### src/rtl/arb_pkg.sv
// arb_pkg: state encoding and default sizing shared by arbiter clients and benches.
package arb_pkg;

  typedef enum logic [1:0] {
    IDLE = 2'd0,
    REQ  = 2'd1,
    XFER = 2'd2,
    GAP  = 2'd3
  } arb_state_t;

  localparam int unsigned ARB_LEN_W   = 4;
  localparam int unsigned ARB_GAP_CYC = 1;
  localparam int unsigned ARB_TMO_W   = 8;

  // Minimum counter width able to hold n-1 (never narrower than one bit).
  function automatic int unsigned arb_cnt_w(input int unsigned n);
    return (n > 1) ? $clog2(n) : 1;
  endfunction

endpackage

### src/rtl/arb_client_cnt.sv
// arb_client_cnt: loadable down-counter with zero flag; load wins over decrement,
// and the count holds at zero instead of wrapping.
module arb_client_cnt #(
  parameter int unsigned W = 4
) (
  input  logic         clk,
  input  logic         nreset,
  input  logic         load,
  input  logic [W-1:0] load_val,
  input  logic         dec,
  output logic         zero
);

  logic [W-1:0] cnt;

  always_ff @(posedge clk or negedge nreset) begin
    if (!nreset) begin
      cnt <= '0;
    end else if (load) begin
      cnt <= load_val;
    end else if (dec && (cnt != '0)) begin
      cnt <= cnt - W'(1);
    end
  end

  assign zero = (cnt == '0);

endmodule

### src/rtl/arb_client.sv
// arb_client: turns burst commands into an arbiter req/gnt handshake, holding req for
// cmd_len+1 granted beats then idling GAP_CYC cycles. ARB_CLIENT_TIMEOUT_EN adds tmo.
module arb_client
  import arb_pkg::*;
#(
  parameter int unsigned LEN_W   = ARB_LEN_W,
  parameter int unsigned GAP_CYC = ARB_GAP_CYC
`ifdef ARB_CLIENT_TIMEOUT_EN
  ,
  parameter int unsigned TMO_W   = ARB_TMO_W
`endif
) (
  input  logic             clk,
  input  logic             nreset,
  input  logic             cmd_valid,
  output logic             cmd_ready,
  input  logic [LEN_W-1:0] cmd_len,
  output logic             req,
  input  logic             gnt,
  output logic             beat,
  output logic             done,
  output logic             busy
`ifdef ARB_CLIENT_TIMEOUT_EN
  ,
  output logic             tmo
`endif
);

  localparam int unsigned GAP_W = arb_cnt_w(GAP_CYC);
  localparam logic [GAP_W-1:0] GAP_LOAD = GAP_W'(GAP_CYC - 1);

  arb_state_t state;
  logic       accept;
  logic       rem_zero;
  logic       gap_zero;

  assign cmd_ready = (state == IDLE);
  assign accept    = cmd_valid && cmd_ready;
  assign beat      = (state == XFER) && gnt;
  assign done      = beat && rem_zero;

  arb_client_cnt #(.W(LEN_W)) u_rem (
    .clk      (clk),
    .nreset   (nreset),
    .load     (accept),
    .load_val (cmd_len),
    .dec      (beat),
    .zero     (rem_zero)
  );

  // Reloaded on the final beat so the GAP phase always starts from a full count.
  arb_client_cnt #(.W(GAP_W)) u_gap (
    .clk      (clk),
    .nreset   (nreset),
    .load     (done),
    .load_val (GAP_LOAD),
    .dec      (state == GAP),
    .zero     (gap_zero)
  );

  always_ff @(posedge clk or negedge nreset) begin
    if (!nreset) begin
      state <= IDLE;
      req   <= 1'b0;
      busy  <= 1'b0;
    end else begin
      case (state)
        IDLE: begin
          if (accept) begin
            state <= REQ;
            req   <= 1'b1;
            busy  <= 1'b1;
          end
        end
        REQ: begin
          if (gnt) begin
            state <= XFER;
          end
        end
        XFER: begin
          if (done) begin
            state <= GAP;
            req   <= 1'b0;
          end
        end
        GAP: begin
          if (gap_zero) begin
            state <= IDLE;
            busy  <= 1'b0;
          end
        end
        default: begin
          state <= IDLE;
          req   <= 1'b0;
          busy  <= 1'b0;
        end
      endcase
    end
  end

`ifdef ARB_CLIENT_TIMEOUT_EN
  logic [TMO_W-1:0] wcnt;
  logic             wait_inc;

  assign wait_inc = ((state == REQ) || (state == XFER)) && !gnt;

  // tmo fires only on the step into all-ones; the saturated count holds it low afterwards.
  always_ff @(posedge clk or negedge nreset) begin
    if (!nreset) begin
      wcnt <= '0;
      tmo  <= 1'b0;
    end else begin
      tmo <= 1'b0;
      if (accept || beat) begin
        wcnt <= '0;
      end else if (wait_inc && (wcnt != '1)) begin
        wcnt <= wcnt + TMO_W'(1);
        if (wcnt == ~TMO_W'(1)) begin
          tmo <= 1'b1;
        end
      end
    end
  end
`endif

endmodule
### config.mk
export PLATFORM = sky130hd
export DESIGN_NAME = arb_client
export DESIGN_NICKNAME = d
export VERILOG_FILES = /design/src/rtl/arb_pkg.sv /design/src/rtl/arb_client_cnt.sv /design/src/rtl/arb_client.sv
export SDC_FILE = /design/constraint.sdc
export NUM_CORES = 1
export LEC_CHECK = 0
export ABC_AREA = 1
export ABC_CLOCK_PERIOD_IN_PS = 1600
export CAP_MARGIN = 25
export CORE_AREA = 2 2 41 43
export CTS_CLUSTER_SIZE = 12
export DETAILED_ROUTE_END_ITERATION = 8
export DIE_AREA = 0 0 43 45
export PLACE_DENSITY = 0.74
export SLEW_MARGIN = 20
export SYNTH_ARGS = -nofsm -noshare
export SYNTH_HDL_FRONTEND = slang
export SYNTH_SLANG_ARGS = --single-unit
### constraint.sdc
create_clock -name clk -period 1.6 [get_ports clk]
set_input_delay 0.16 -clock clk [delete_from_list [all_inputs] [get_ports clk]]
set_output_delay 0.16 -clock clk [all_outputs]
set_load 0.1 [all_outputs]
==> run metrics <==
status finished clean; Row Count 14; CTS tree yes; Placeable Area 1471 sq um; Worst R2R Setup Slack 0.17 ns; required time of the worst setup path 1.44 ns; Pre-antenna DRT Iters 4; Slowest-stage cell, CP dfrtp_2; Syn-to-layout area delta 45.69%; filler instances 129; share of layout cells above drive strength 1 0.3204; Final Skew 0.001645 ns; startpoint types flip-flop; Post-Place Cells 111; worst reg2reg startpoint state[0]$_DFFE_PN0P_; critical path startpoint state[1]$_DFFE_PN0P_; htree depth 1; clk slew on worst S/H paths 0.06 ns; vias 560; vias in the first global route 569; register area share after synthesis 0.3529; chip height 45 um; Crit Path Max Fanout 4; GRT met2 Usage 0.2818; Rel. slew slack 0.7270; GRT overflow 0; Syn Inst Count 83; Synth warnings 0; worst reg2reg path depth 8; GP Congestion 0.6920; Critical Path, Cell by Cell ha_4 -> nand2_4 -> clkinv_4 -> nand3_4 -> clkinvlp_4 -> buf_12; Avg WL per Cell 10.58 um; Tot GR Track Use 0.1585; Reg-to-Reg End state[0]$_DFFE_PN0P_; most common cell after layout, fill and taps aside nand2_1; Slew @ Worst Pin 0.4083 ns; non-filler cells, final 119; met3 Use GR 0.06000; CP top delay family flip-flops; Synth area leader dfrtp_1; DP HPWL 938.8 um; fmax 649.1 MHz; Yosys top cell area share 0.3529; CP max stage delay 0.44 ns; global-route wire length before repair 2.235 mm; Worst Setup EP done; post-synthesis area per instance 7.688 sq um; Pwr per Cell Area 2189 nW/um^2; number of CTS-inserted buffers 3; Distinct cells, synth 17; Synth Register Bits 9; Post-Syn Area 638.1 sq um; Port-buffer cells 12; Lkg Pwr 0.0004569 uW; CTS Sinks 9; Worst Path Arrival 1.38 ns; Final setup viols 0; CP Capture Type output pin; Buf/Inv on CP 3; critical path depth 6; die area 1935 sq um; cell area after layout 929.6 sq um; Clock Path Buffers 2; Slew Limit Fails 0; die width 43 um; Crit Path Class reg -> out; Final Critical Period 1.541 ns; most used routing layer met2; Hold Path Class in -> async; Boundary Pins 13; grt met1 use 0.1725; # diodes 0; DR vias/cell 4.706; Root Driver clkbuf_4; Starting Density 0.4337; final hold violation count 0; post-route DRC violation count 0; most frequent cells in the layout nand2_1 (19), inv_1 (12), dfrtp_1 (8), nor2_1 (7), clkdlybuf4s50_1 (7); Skew-Pair Late Insertion Delay 0.26 ns; final WL 1.259 mm; peak supply drop 0.001309 V; Final nets 118; largest net degree at the start of global routing 10; dpl cell area 839.6 sq um; drt first-iter violations 11; Synthesized Nets 97; period utilization 0.9629; initial antenna violation count 0; antenna-violating nets left 0; max-cap viol count 0; Tot Pwr 2035 uW; top cells by area, synth dfrtp_1 (35%), ha_1 (12%), nand2_1 (12%); CTS Hold Buffers Added 0
==> worst min path at each step <==
stage	slack (ns)	depth (start not counted)	startpoint	endpoint
6_report	0.19	1	nreset	busy$_DFFE_PN0P_
5_1_grt	0.24	1	nreset	state[0]$_DFFE_PN0P_
4_1_cts	0.21	1	nreset	state[1]$_DFFE_PN0P_
3_5_place_dp	0.49	1	nreset	busy$_DFFE_PN0P_
3_3_place_gp	0.50	1	nreset	u_gap.cnt$_DFFE_PN0P_
2_1_floorplan	-0.14	0	nreset	busy$_DFFE_PN0P_
==> flip-flops by register name, indices dropped and copies added (netlist names) <==
register	flops
state	2
u_gap.cnt	1
busy	1
req	1
u_rem.cnt	4
==> logic make-up after synthesis <==
logic type / Yosys count / share of synthesized area
AND/OR/NAND/NOR: 42 / 0.3334
AO/OA/AOI/OAI: 10 / 0.1019
buffers and inverters: 16 / 0.09412
flip-flops: 9 / 0.3529
adder cells (fa/ha/maj): 6 / 0.1176
==> area by class of cell <==
class / count / area, sq um / area share
timing repair buffer: 16 / 200.2 / 0.2153
clock buffer: 4 / 26.28 / 0.02826
multi-input combinational: 58 / 387.9 / 0.4172
inverter: 16 / 68.82 / 0.07402
tap: 16 / 20.02 / 0.02153
sequential: 9 / 226.5 / 0.2436
==> per-layer routing <==
layer,share of wire,up-vias
li1,-,296
met1,0.46,250
met4,0.0064,0
met3,0.046,2
met5,0,-
met2,0.48,12
==> timing repair <==
action                                 CTS  global route
endpoints found under the hold margin    0             0
gates resized for setup                  4             5
buffers inserted                         1             3
setup endpoints to repair                1             1
pin swaps                                0             1
==> worst register-to-register path, stage by stage (launching register included) <==
cell and delay [ns]:
dfrtp_1 0.39, buf_4 0.15, ha_1 0.22, nand2_1 0.08, o21ai_0 0.07, nor2_1 0.17, nand2_1 0.11, nand2_1 0.07
nand2_1 0.05
==> report_power, final <==
part	internal, uW	switching [uW]
clock	95.9	76.3
combinational	551	885
sequential	332	94.9
==> cells in the mapped netlist, drive strengths merged <==
library cell and count:
a21oi 1, dfrtp 9, ha 6, inv 16
nand2 24, nand3 8, nor2 8, o21ai 9
or2 2
==> per-stage QoR <==
step | setup slack, ns | utilization | hold slack [ns] | setup TNS [ns]
floorplan | -0.07828 | - | -0.1356 | -0.2658
global placement | 0.1928 | 0.5706 | 0.4974 | 0
detailed placement | 0.1547 | 0.5706 | 0.4928 | 0
CTS | 0.004856 | 0.6037 | 0.2100 | 0
global route | -0.005477 | 0.6318 | 0.2377 | -0.007474
finish | 0.05931 | 0.6318 | 0.1947 | 0
Power figures use the tool's default switching activity.
